--- src/rtl/seg_scan_reader.sv ---
// Recovers the hex digits shown on a multiplexed 4-digit 7-segment display by
// sampling its digit selects and segment lines, then publishes complete frames.
module seg_scan_reader #(
   parameter int unsigned STABLE_CNT = 16
) (
   input  logic        clk,
   input  logic        rst_n,
   input  logic [3:0]  sel,
   input  logic [7:0]  seg,
   output logic [15:0] data_out,
   output logic [3:0]  dp_out,
   output logic [3:0]  err_out,
   output logic        frame_valid
);

   localparam logic [7:0] CNT_MAX = 8'(STABLE_CNT - 1);

   logic [3:0]  sel_m, sel_s;
   logic [7:0]  seg_m, seg_s;
   logic [11:0] s_cur, s_prev;
   logic [7:0]  cnt;
   logic        captured;
   logic [3:0]  seen;
   logic [15:0] sh_data;
   logic [3:0]  sh_dp, sh_err;

   logic [3:0]  sel_low;
   logic        s_valid;
   logic        same;
   logic        capture;
   logic [1:0]  dig;
   logic [4:0]  dec;

   // Returns {err, nibble}; the dp bit is deliberately not part of the lookup.
   function automatic logic [4:0] decode(input logic [6:0] code);
      case (code)
         7'h3F:   decode = 5'h00;
         7'h06:   decode = 5'h01;
         7'h5B:   decode = 5'h02;
         7'h4F:   decode = 5'h03;
         7'h66:   decode = 5'h04;
         7'h6D:   decode = 5'h05;
         7'h7D:   decode = 5'h06;
         7'h07:   decode = 5'h07;
         7'h7F:   decode = 5'h08;
         7'h6F:   decode = 5'h09;
         7'h77:   decode = 5'h0A;
         7'h7C:   decode = 5'h0B;
         7'h39:   decode = 5'h0C;
         7'h5E:   decode = 5'h0D;
         7'h79:   decode = 5'h0E;
         7'h71:   decode = 5'h0F;
         default: decode = 5'h10;
      endcase
   endfunction

   always_comb begin
      s_cur   = {sel_s, seg_s};
      sel_low = ~sel_s;
      // Exactly one select low: non-zero and a power of two.
      s_valid = (sel_low != 4'd0) && ((sel_low & (sel_low - 4'd1)) == 4'd0);
      same    = (s_cur == s_prev);
      capture = s_valid && same && !captured && (cnt == CNT_MAX - 8'd1);
      dec     = decode(seg_s[6:0]);
      case (sel_low)
         4'b0010: dig = 2'd1;
         4'b0100: dig = 2'd2;
         4'b1000: dig = 2'd3;
         default: dig = 2'd0;
      endcase
   end

   always_ff @(posedge clk or negedge rst_n) begin
      if (!rst_n) begin
         sel_m       <= 4'h0;
         sel_s       <= 4'h0;
         seg_m       <= 8'h00;
         seg_s       <= 8'h00;
         s_prev      <= 12'h000;
         cnt         <= 8'd0;
         captured    <= 1'b0;
         seen        <= 4'h0;
         sh_data     <= 16'h0000;
         sh_dp       <= 4'h0;
         sh_err      <= 4'h0;
         data_out    <= 16'h0000;
         dp_out      <= 4'h0;
         err_out     <= 4'h0;
         frame_valid <= 1'b0;
      end else begin
         sel_m  <= sel;
         sel_s  <= sel_m;
         seg_m  <= seg;
         seg_s  <= seg_m;
         s_prev <= s_cur;

         if (!s_valid || !same) begin
            cnt      <= 8'd0;
            captured <= 1'b0;
         end else begin
            if (cnt != CNT_MAX)
               cnt <= cnt + 8'd1;
            if (capture)
               captured <= 1'b1;
         end

         if (capture) begin
            sh_data[{dig, 2'b00} +: 4] <= dec[3:0];
            sh_dp[dig]                 <= seg_s[7];
            sh_err[dig]                <= dec[4];
         end

         // Commit copies the shadow as it stood before any same-cycle capture;
         // that capture then opens the next frame's seen mask.
         if (seen == 4'hF) begin
            data_out    <= sh_data;
            dp_out      <= sh_dp;
            err_out     <= sh_err;
            frame_valid <= 1'b1;
            seen        <= capture ? sel_low : 4'h0;
         end else begin
            frame_valid <= 1'b0;
            if (capture)
               seen <= seen | sel_low;
         end
      end
   end

endmodule

--- config.mk ---
export PLATFORM = sky130hd
export DESIGN_NAME = seg_scan_reader
export DESIGN_NICKNAME = d
export VERILOG_FILES = /design/src/rtl/seg_scan_reader.sv
export SDC_FILE = /design/constraint.sdc
export NUM_CORES = 1
export LEC_CHECK = 0
export ABC_AREA = 1
export CAP_MARGIN = 10
export CORE_AREA = 2 2 105 107
export CTS_CLUSTER_DIAMETER = 100
export CTS_CLUSTER_SIZE = 16
export DETAILED_ROUTE_END_ITERATION = 10
export DIE_AREA = 0 0 107 109
export SLEW_MARGIN = 20
export SYNTH_ARGS = -nofsm -noshare
export SYNTH_HDL_FRONTEND = slang
export SYNTH_SLANG_ARGS = --single-unit
--- constraint.sdc ---
create_clock -name clk -period 4.45 [get_ports clk]
set_clock_uncertainty 0.2 [all_clocks]
set_input_delay 0.445 -clock clk [delete_from_list [all_inputs] [get_ports clk]]
set_output_delay 0.445 -clock clk [all_outputs]
set_load 0.03 [all_outputs]
* After elaboration in Yosys (flattened, before gate mapping)
Cells that the tools add are included.
** Storage, ports and cells
- Output and inout bits :: 25
- Word-level logic and storage cells :: 77
- Input bits :: 14
- Register bits :: 98
** Operators by class
- Shift operators :: 2
- Eq/ne operators :: 23
- Bitwise gates (word level) :: 3
- $add $sub $neg :: 3
- Reductions and logical operators :: 14
- $lt $le $gt $ge :: 2
- Mux-type cells :: 15
** Operator list (count)
- $eq A7 B7 Y1 const B :: 12
- $pmux W5 S16 :: 1
- $bwmux W16 :: 1
- $mux W8 :: 2
- $shift A4 B6 Y16 const A :: 1
- $shiftx A4 B6 Y16 :: 1
- $eq A7 B3 Y1 const B :: 2
- $eq A7 B6 Y1 const B :: 2
- $eq A12 B12 Y1 :: 1
- $mux W4 :: 3
- $add A8 B1 Y8 const B :: 1
- $bwmux W4 :: 2
- $eq A4 B4 Y1 const B :: 2
- $eq A8 B4 Y1 const B :: 1
- $ne A8 B4 Y1 const B :: 1
- $neg A4 Y6 :: 1
- $pmux W2 S3 :: 1
- $reduce_bool A2 Y1 :: 3
- $logic_and A1 B1 Y1 :: 5
- $and A4 B4 Y4 :: 1
- $eq A4 B2 Y1 const B :: 1
- $eq A4 B3 Y1 const B :: 1
- $logic_not A4 Y1 :: 1
- $mux W1 :: 4
- 9 further kinds :: 11

* Depth between registers and ports, before layout
- Depth after elaboration :: 10
- Depth in mapped cells :: 12
- Mapped depth without buffers :: 11

* Worst setup path before layout
Ideal clock, no wire load.
- Kind :: reg2reg
- From :: register sel_s[3]
- To :: register sh_data[0]
- Clock period less this slack :: 2088 ps
- Setup time :: 65 ps
- Arrival :: 1823 ps
- Required time :: 4185 ps
- Stages on the path, launching flop included :: 10
- Buffers on the path :: 0
- Setup slack :: 2362 ps
- Cell sequence :: dfrtp_1 > nand2_1 > inv_1 > a31oi_2 > ha_1 > inv_1 > nand3_1 > a21oi_1 > nand2_1 > nand2_1
** On the way
- Word-level cells in the longest chain between the ends :: 8
- Elaborated cells on any way between the ends :: 18
- Those cells by class :: add/sub (2); eq/ne (4); shift (2); mux (2); bitwise (2); reduce/logical (6)
** Ends and longest elaborated chain
- from (decl) :: line 18 : logic [3:0] sel_m, sel_s;
- from (signal assigned) :: line 92 : sel_s <= sel_m;
- parallel branches: the longest is 8 deep, another holds $neg A4 Y6
- to (signal, indexed assignment) :: line 108 : sh_data[{dig, 2'b00} +: 4] <= dec[3:0];
- to (decl) :: line 24 : logic [15:0] sh_data;
Parallel ways; which one is timed is not known.
A chain may end at the register's enable or synchronous reset.

* Final worst setup path
- From :: register sel_s[2]
- To :: register sh_data[0]
The elaborated chain is that of the path after synthesis.

==> impl_metrics.prom <==
# TYPE chip_impl_metric gauge
chip_impl_info{name="min_path_type",value="reg2reg"} 1
chip_impl_metric{name="die_y",unit="um"} 109
chip_impl_metric{name="timing_worst_slew_pin_value",unit="ns"} 0.7656
chip_impl_info{name="yosys.area.top_type",value="sky130_fd_sc_hd__dfrtp_1"} 1
chip_impl_metric{name="clkSlewWorstSetupHoldPaths",unit="ns"} 0.09
chip_impl_info{name="clk_root_buffer_cell",value="sky130_fd_sc_hd__clkbuf_8"} 1
chip_impl_metric{name="seq_area_frac_synth",unit=""} 0.5923
chip_impl_metric{name="floorplan.io_pins",unit=""} 39
chip_impl_metric{name="synth_largest_type_area_fraction",unit=""} 0.5923
chip_impl_metric{name="area_growth",unit="%"} 19.76
chip_impl_metric{name="floorplan.die_area",unit="um2"} 11660
chip_impl_info{name="r2r_end",value="sh_data[0]$_DFFE_PN0P_"} 1
chip_impl_info{name="ordered_list_of_cells_on_the_worst_path",value="nand2_1 > inv_1 > a31oi_2 > ha_1 > inv_1 > nand3_1 > a21oi_1 > nand2_1 > nand2_1"} 1
chip_impl_metric{name="drv_slew",unit=""} 0
chip_impl_info{name="worst_r2r_startpoint",value="sel_s[2]$_DFF_PN0_"} 1
chip_impl_metric{name="timing.critical_path.required",unit="ns"} 4.55
chip_impl_metric{name="report.final.hold_viol_count",unit=""} 0
chip_impl_metric{name="antenna_found_initial",unit=""} 0
chip_impl_info{name="critical-path-top-cell-by-count",value="sky130_fd_sc_hd__nand2_1"} 1
chip_impl_metric{name="critPathArrivalTime",unit="ns"} 2.47
chip_impl_info{name="worst_path_dominant_cell_family",value="compound AO/OA/AOI/OAI gates"} 1
chip_impl_metric{name="grt_start_max_net_pins",unit=""} 64
chip_impl_metric{name="final.setup.worst_slack",unit="ns"} 2.080
chip_impl_metric{name="clk-insertion-delay-late",unit="ns"} 0.36
chip_impl_info{name="cts_tree",value="built"} 1
chip_impl_metric{name="place.detailed.instances",unit=""} 611
chip_impl_metric{name="clock_power_share",unit=""} 0.409
chip_impl_metric{name="netSwitchingPower",unit="W"} 0.0003640
chip_impl_metric{name="portBuffers",unit=""} 38
chip_impl_metric{name="reg2reg_depth",unit=""} 9
chip_impl_info{name="cp_slowest_cell",value="sky130_fd_sc_hd__a31oi_2"} 1
chip_impl_metric{name="synth-seq-cells",unit=""} 98
chip_impl_metric{name="post_synth_inst_count",unit=""} 435
chip_impl_info{name="run_status",value="finished, final reports clean"} 1
chip_impl_metric{name="maxCapViolations",unit=""} 0
chip_impl_metric{name="grt_pass1_wl",unit="um"} 12770
chip_impl_metric{name="core_area",unit="um2"} 10600
chip_impl_metric{name="first_pass_iters",unit=""} 4
chip_impl_metric{name="setup-tns-final",unit="ns"} 0
chip_impl_info{name="worstSetupEndpoint",value="sh_data[0]$_DFFE_PN0P_"} 1
chip_impl_metric{name="powerDensity",unit="nW/um2"} 340.4
chip_impl_info{name="crit_path_start",value="sel_s[2]$_DFF_PN0_"} 1
chip_impl_info{name="critPathLaunchType",value="register"} 1
chip_impl_metric{name="critical_path.max_stage_delay",unit="ns"} 0.45
chip_impl_metric{name="cts-htree-levels",unit=""} 3
chip_impl_metric{name="timing.critical_path.buf_inv",unit=""} 2
chip_impl_metric{name="pre_cts_ws",unit="ns"} 2.129
chip_impl_metric{name="final.min_clock_period",unit="ns"} 2.370
chip_impl_metric{name="starting_drc_count_in_detailed_routing",unit=""} 147
chip_impl_metric{name="final-setup-viol-count",unit=""} 0
chip_impl_metric{name="final_layout_size_suffix_gt1_frac",unit=""} 0.1045
chip_impl_metric{name="antenna_violating_nets_post_route",unit=""} 0
chip_impl_metric{name="asyncSetResetFlopFracSynth",unit=""} 1.000
chip_impl_metric{name="seq_power_share",unit=""} 0.545
chip_impl_info{name="synth_flop_cell",value="sky130_fd_sc_hd__dfrtp_1"} 1
chip_impl_metric{name="synth_edf_count",unit=""} 0
chip_impl_metric{name="cts-root-to-sink-buffers",unit=""} 2
chip_impl_metric{name="timing.slew.headroom",unit=""} 0.4896
chip_impl_metric{name="average_detailed_routed_wire_length_per_instance",unit="um"} 11.29
chip_impl_metric{name="die-width",unit="um"} 107
chip_impl_metric{name="critical_path_cell_count",unit=""} 9
chip_impl_metric{name="dp_hpwl",unit="um"} 5182
chip_impl_metric{name="max_clock_freq",unit="GHz"} 0.4220
chip_impl_metric{name="synth.net_count",unit=""} 457
chip_impl_metric{name="initial_utilization",unit=""} 0.3905
chip_impl_metric{name="cp_max_fo",unit=""} 10
chip_impl_metric{name="static-leakage-power",unit="nW"} 2.565
chip_impl_metric{name="synthesis.yosys.warnings",unit=""} 0
chip_impl_metric{name="postRouteWirelength",unit="um"} 7091
chip_impl_metric{name="drt-vias-per-instance",unit=""} 4.489
chip_impl_metric{name="p_comb_frac",unit=""} 0.046
chip_impl_metric{name="final_util",unit=""} 0.4677
chip_impl_metric{name="reg2reg_slack",unit="ns"} 2.08
chip_impl_info{name="path_class",value="reg2reg"} 1
chip_impl_metric{name="finalNetCount",unit=""} 505
chip_impl_metric{name="max_rail_drop_vdd",unit="mV"} 0.1911
chip_impl_metric{name="grt_pass1_vias",unit=""} 2743
chip_impl_metric{name="globalRoute.totalOverflow",unit=""} 0
chip_impl_metric{name="n_diodes",unit=""} 0
chip_impl_metric{name="final_cells",unit=""} 628
chip_impl_metric{name="clock_sink_count",unit=""} 98
chip_impl_metric{name="detail_route.drc_violations",unit=""} 0
chip_impl_info{name="synth_area_leaders",value="sky130_fd_sc_hd__dfrtp_1 (59%), sky130_fd_sc_hd__nand2_1 (11%), sky130_fd_sc_hd__mux2_2 (5.4%)"} 1
chip_impl_info{name="synth.most_common_cell",value="sky130_fd_sc_hd__nand2_1"} 1
chip_impl_metric{name="cts_inserted_buffers",unit=""} 9
chip_impl_info{name="hold_start",value="seg_m[2]$_DFF_PN0_"} 1
chip_impl_metric{name="synthDistinctLibCells",unit=""} 26
chip_impl_info{name="timing.critical_path.to_type",value="register"} 1
chip_impl_metric{name="route.vias.total",unit=""} 2819
chip_impl_metric{name="groute.usage.overall",unit=""} 0.1388
chip_impl_metric{name="avgSynthCellArea",unit="um2"} 9.518
chip_impl_info{name="grt_setup_unrepaired",value="no"} 1
chip_impl_metric{name="swShare",unit=""} 0.2157
chip_impl_metric{name="fill_cells",unit=""} 1011
chip_impl_info{name="synth_commonest_cells",value="sky130_fd_sc_hd__nand2_1 (126), sky130_fd_sc_hd__dfrtp_1 (98), sky130_fd_sc_hd__inv_1 (55)"} 1
chip_impl_metric{name="syn_area",unit="um2"} 4140
chip_impl_metric{name="place_congestion",unit=""} 0.8343
chip_impl_metric{name="p_int",unit="W"} 0.001324
chip_impl_metric{name="placementRows",unit=""} 38
chip_impl_metric{name="layout_worst_path_cycle_share",unit=""} 0.5325
## metal layers
layer / track usage / wire length (um) / up-vias
met1: 0.1798 / 3274 / 1313
met5: 0 / 0 / -
met2: 0.2279 / 3472 / 41
met4: 0.04917 / 112 / 0
met3: 0.03467 / 230 / 12
li1: - / - / 1453
## through the flow
stage | hold WS [ns] | total power (W) | cell area [um2]
final | 0.1525 | 0.001688 | 4959
after CTS | 0.1559 | 0.001716 | 4959
after floorplan | -0.05059 | 0.0009759 | 4140
after global routing | 0.1612 | 0.001766 | 4959
after detailed placement | 0.1347 | 0.001017 | 4698
after global placement | 0.1327 | 0.001015 | 4698
## worst reg2reg max path: stages, from the launching register on
cell,delay (ns)
sky130_fd_sc_hd__dfrtp_1,0.44
sky130_fd_sc_hd__nand2_1,0.14
sky130_fd_sc_hd__inv_1,0.08
sky130_fd_sc_hd__a31oi_2,0.45
sky130_fd_sc_hd__ha_1,0.38
sky130_fd_sc_hd__inv_1,0.15
sky130_fd_sc_hd__nand3_1,0.17
sky130_fd_sc_hd__a21oi_1,0.19
sky130_fd_sc_hd__nand2_1,0.06
sky130_fd_sc_hd__nand2_1,0.06
## flip-flops by register name (all words and copies together) (netlist names), 8 cells and up
register and flops:
cnt 8, data_out 16, s_prev 12, seg_m 8, seg_s 8, sh_data 16
## logic make-up after synthesis
logic type | Yosys count | synth area share
XOR/XNOR | 7 | 0.01481
adder cells (fa/ha/maj) | 8 | 0.02418
AND/OR/NAND/NOR | 213 | 0.2182
buffers and inverters | 61 | 0.05621
multiplexers | 20 | 0.05440
flip-flops | 98 | 0.5923
AO/OA/AOI/OAI | 28 | 0.03989
## timing repair
| item | in CTS | in global routing |
|---|---|---|
| hold buffers | 1 | 0 |
| endpoints found under the hold margin | 62 | 0 |
| resized for setup | 0 | 0 |
| setup buffers | 0 | 0 |
## worst min-delay path by stage
stage                           end  depth (start not counted)
2_1_floorplan  captured$_DFFE_PN0P_                          0
3_3_place_gp     seg_s[5]$_DFF_PN0_                          0
3_5_place_dp     seg_s[0]$_DFF_PN0_                          0
4_1_cts          seg_s[2]$_DFF_PN0_                          0
5_1_grt          seg_s[4]$_DFF_PN0_                          0
6_report         seg_s[2]$_DFF_PN0_                          0
## power by group through the flow
stage	clock network, W	logic (W)	registers (W)
6_report	0.000690	0.0000782	0.000920
5_1_grt	0.000752	0.0000915	0.000923
4_1_cts	0.000715	0.0000804	0.000920
3_5_place_dp	0	0.0000793	0.000938
3_3_place_gp	0	0.0000782	0.000937
2_1_floorplan	0	0.0000425	0.000933
## final cells by class
type,count,area (um2),area share
Tap cell,140,175.2,0.03533
Inverter,57,214.0,0.04315
Sequential cell,98,2452,0.4946
Timing Repair Buffer,41,402.9,0.08125
Clock buffer,10,137.6,0.02776
Multi-Input combinational cell,276,1464,0.2952
Clock inverter,6,112.6,0.02271
## cell usage in the layout, fill, tap and decap left out, types with 2 or more instances in the layout
cell | synthesis | routed
sky130_fd_sc_hd__nor2_1 | 47 | 47
sky130_fd_sc_hd__nand3_1 | 26 | 26
sky130_fd_sc_hd__dfrtp_1 | 98 | 98
sky130_fd_sc_hd__xor2_1 | 6 | 6
sky130_fd_sc_hd__nand2_1 | 126 | 126
sky130_fd_sc_hd__nor3_1 | 4 | 4
sky130_fd_sc_hd__clkbuf_8 | 0 | 10
sky130_fd_sc_hd__clkdlybuf4s50_1 | 0 | 37
sky130_fd_sc_hd__mux2_2 | 20 | 20
sky130_fd_sc_hd__nor2_2 | 4 | 4
sky130_fd_sc_hd__inv_2 | 2 | 2
sky130_fd_sc_hd__o22ai_1 | 4 | 4
sky130_fd_sc_hd__buf_4 | 0 | 3
sky130_fd_sc_hd__o21ai_0 | 6 | 6
sky130_fd_sc_hd__a21oi_1 | 12 | 12
sky130_fd_sc_hd__nor2_4 | 2 | 2
sky130_fd_sc_hd__a211oi_1 | 3 | 3
sky130_fd_sc_hd__ha_1 | 8 | 8
sky130_fd_sc_hd__inv_1 | 55 | 55
sky130_fd_sc_hd__bufinv_16 | 0 | 3
(Power assumes the default switching activity.)
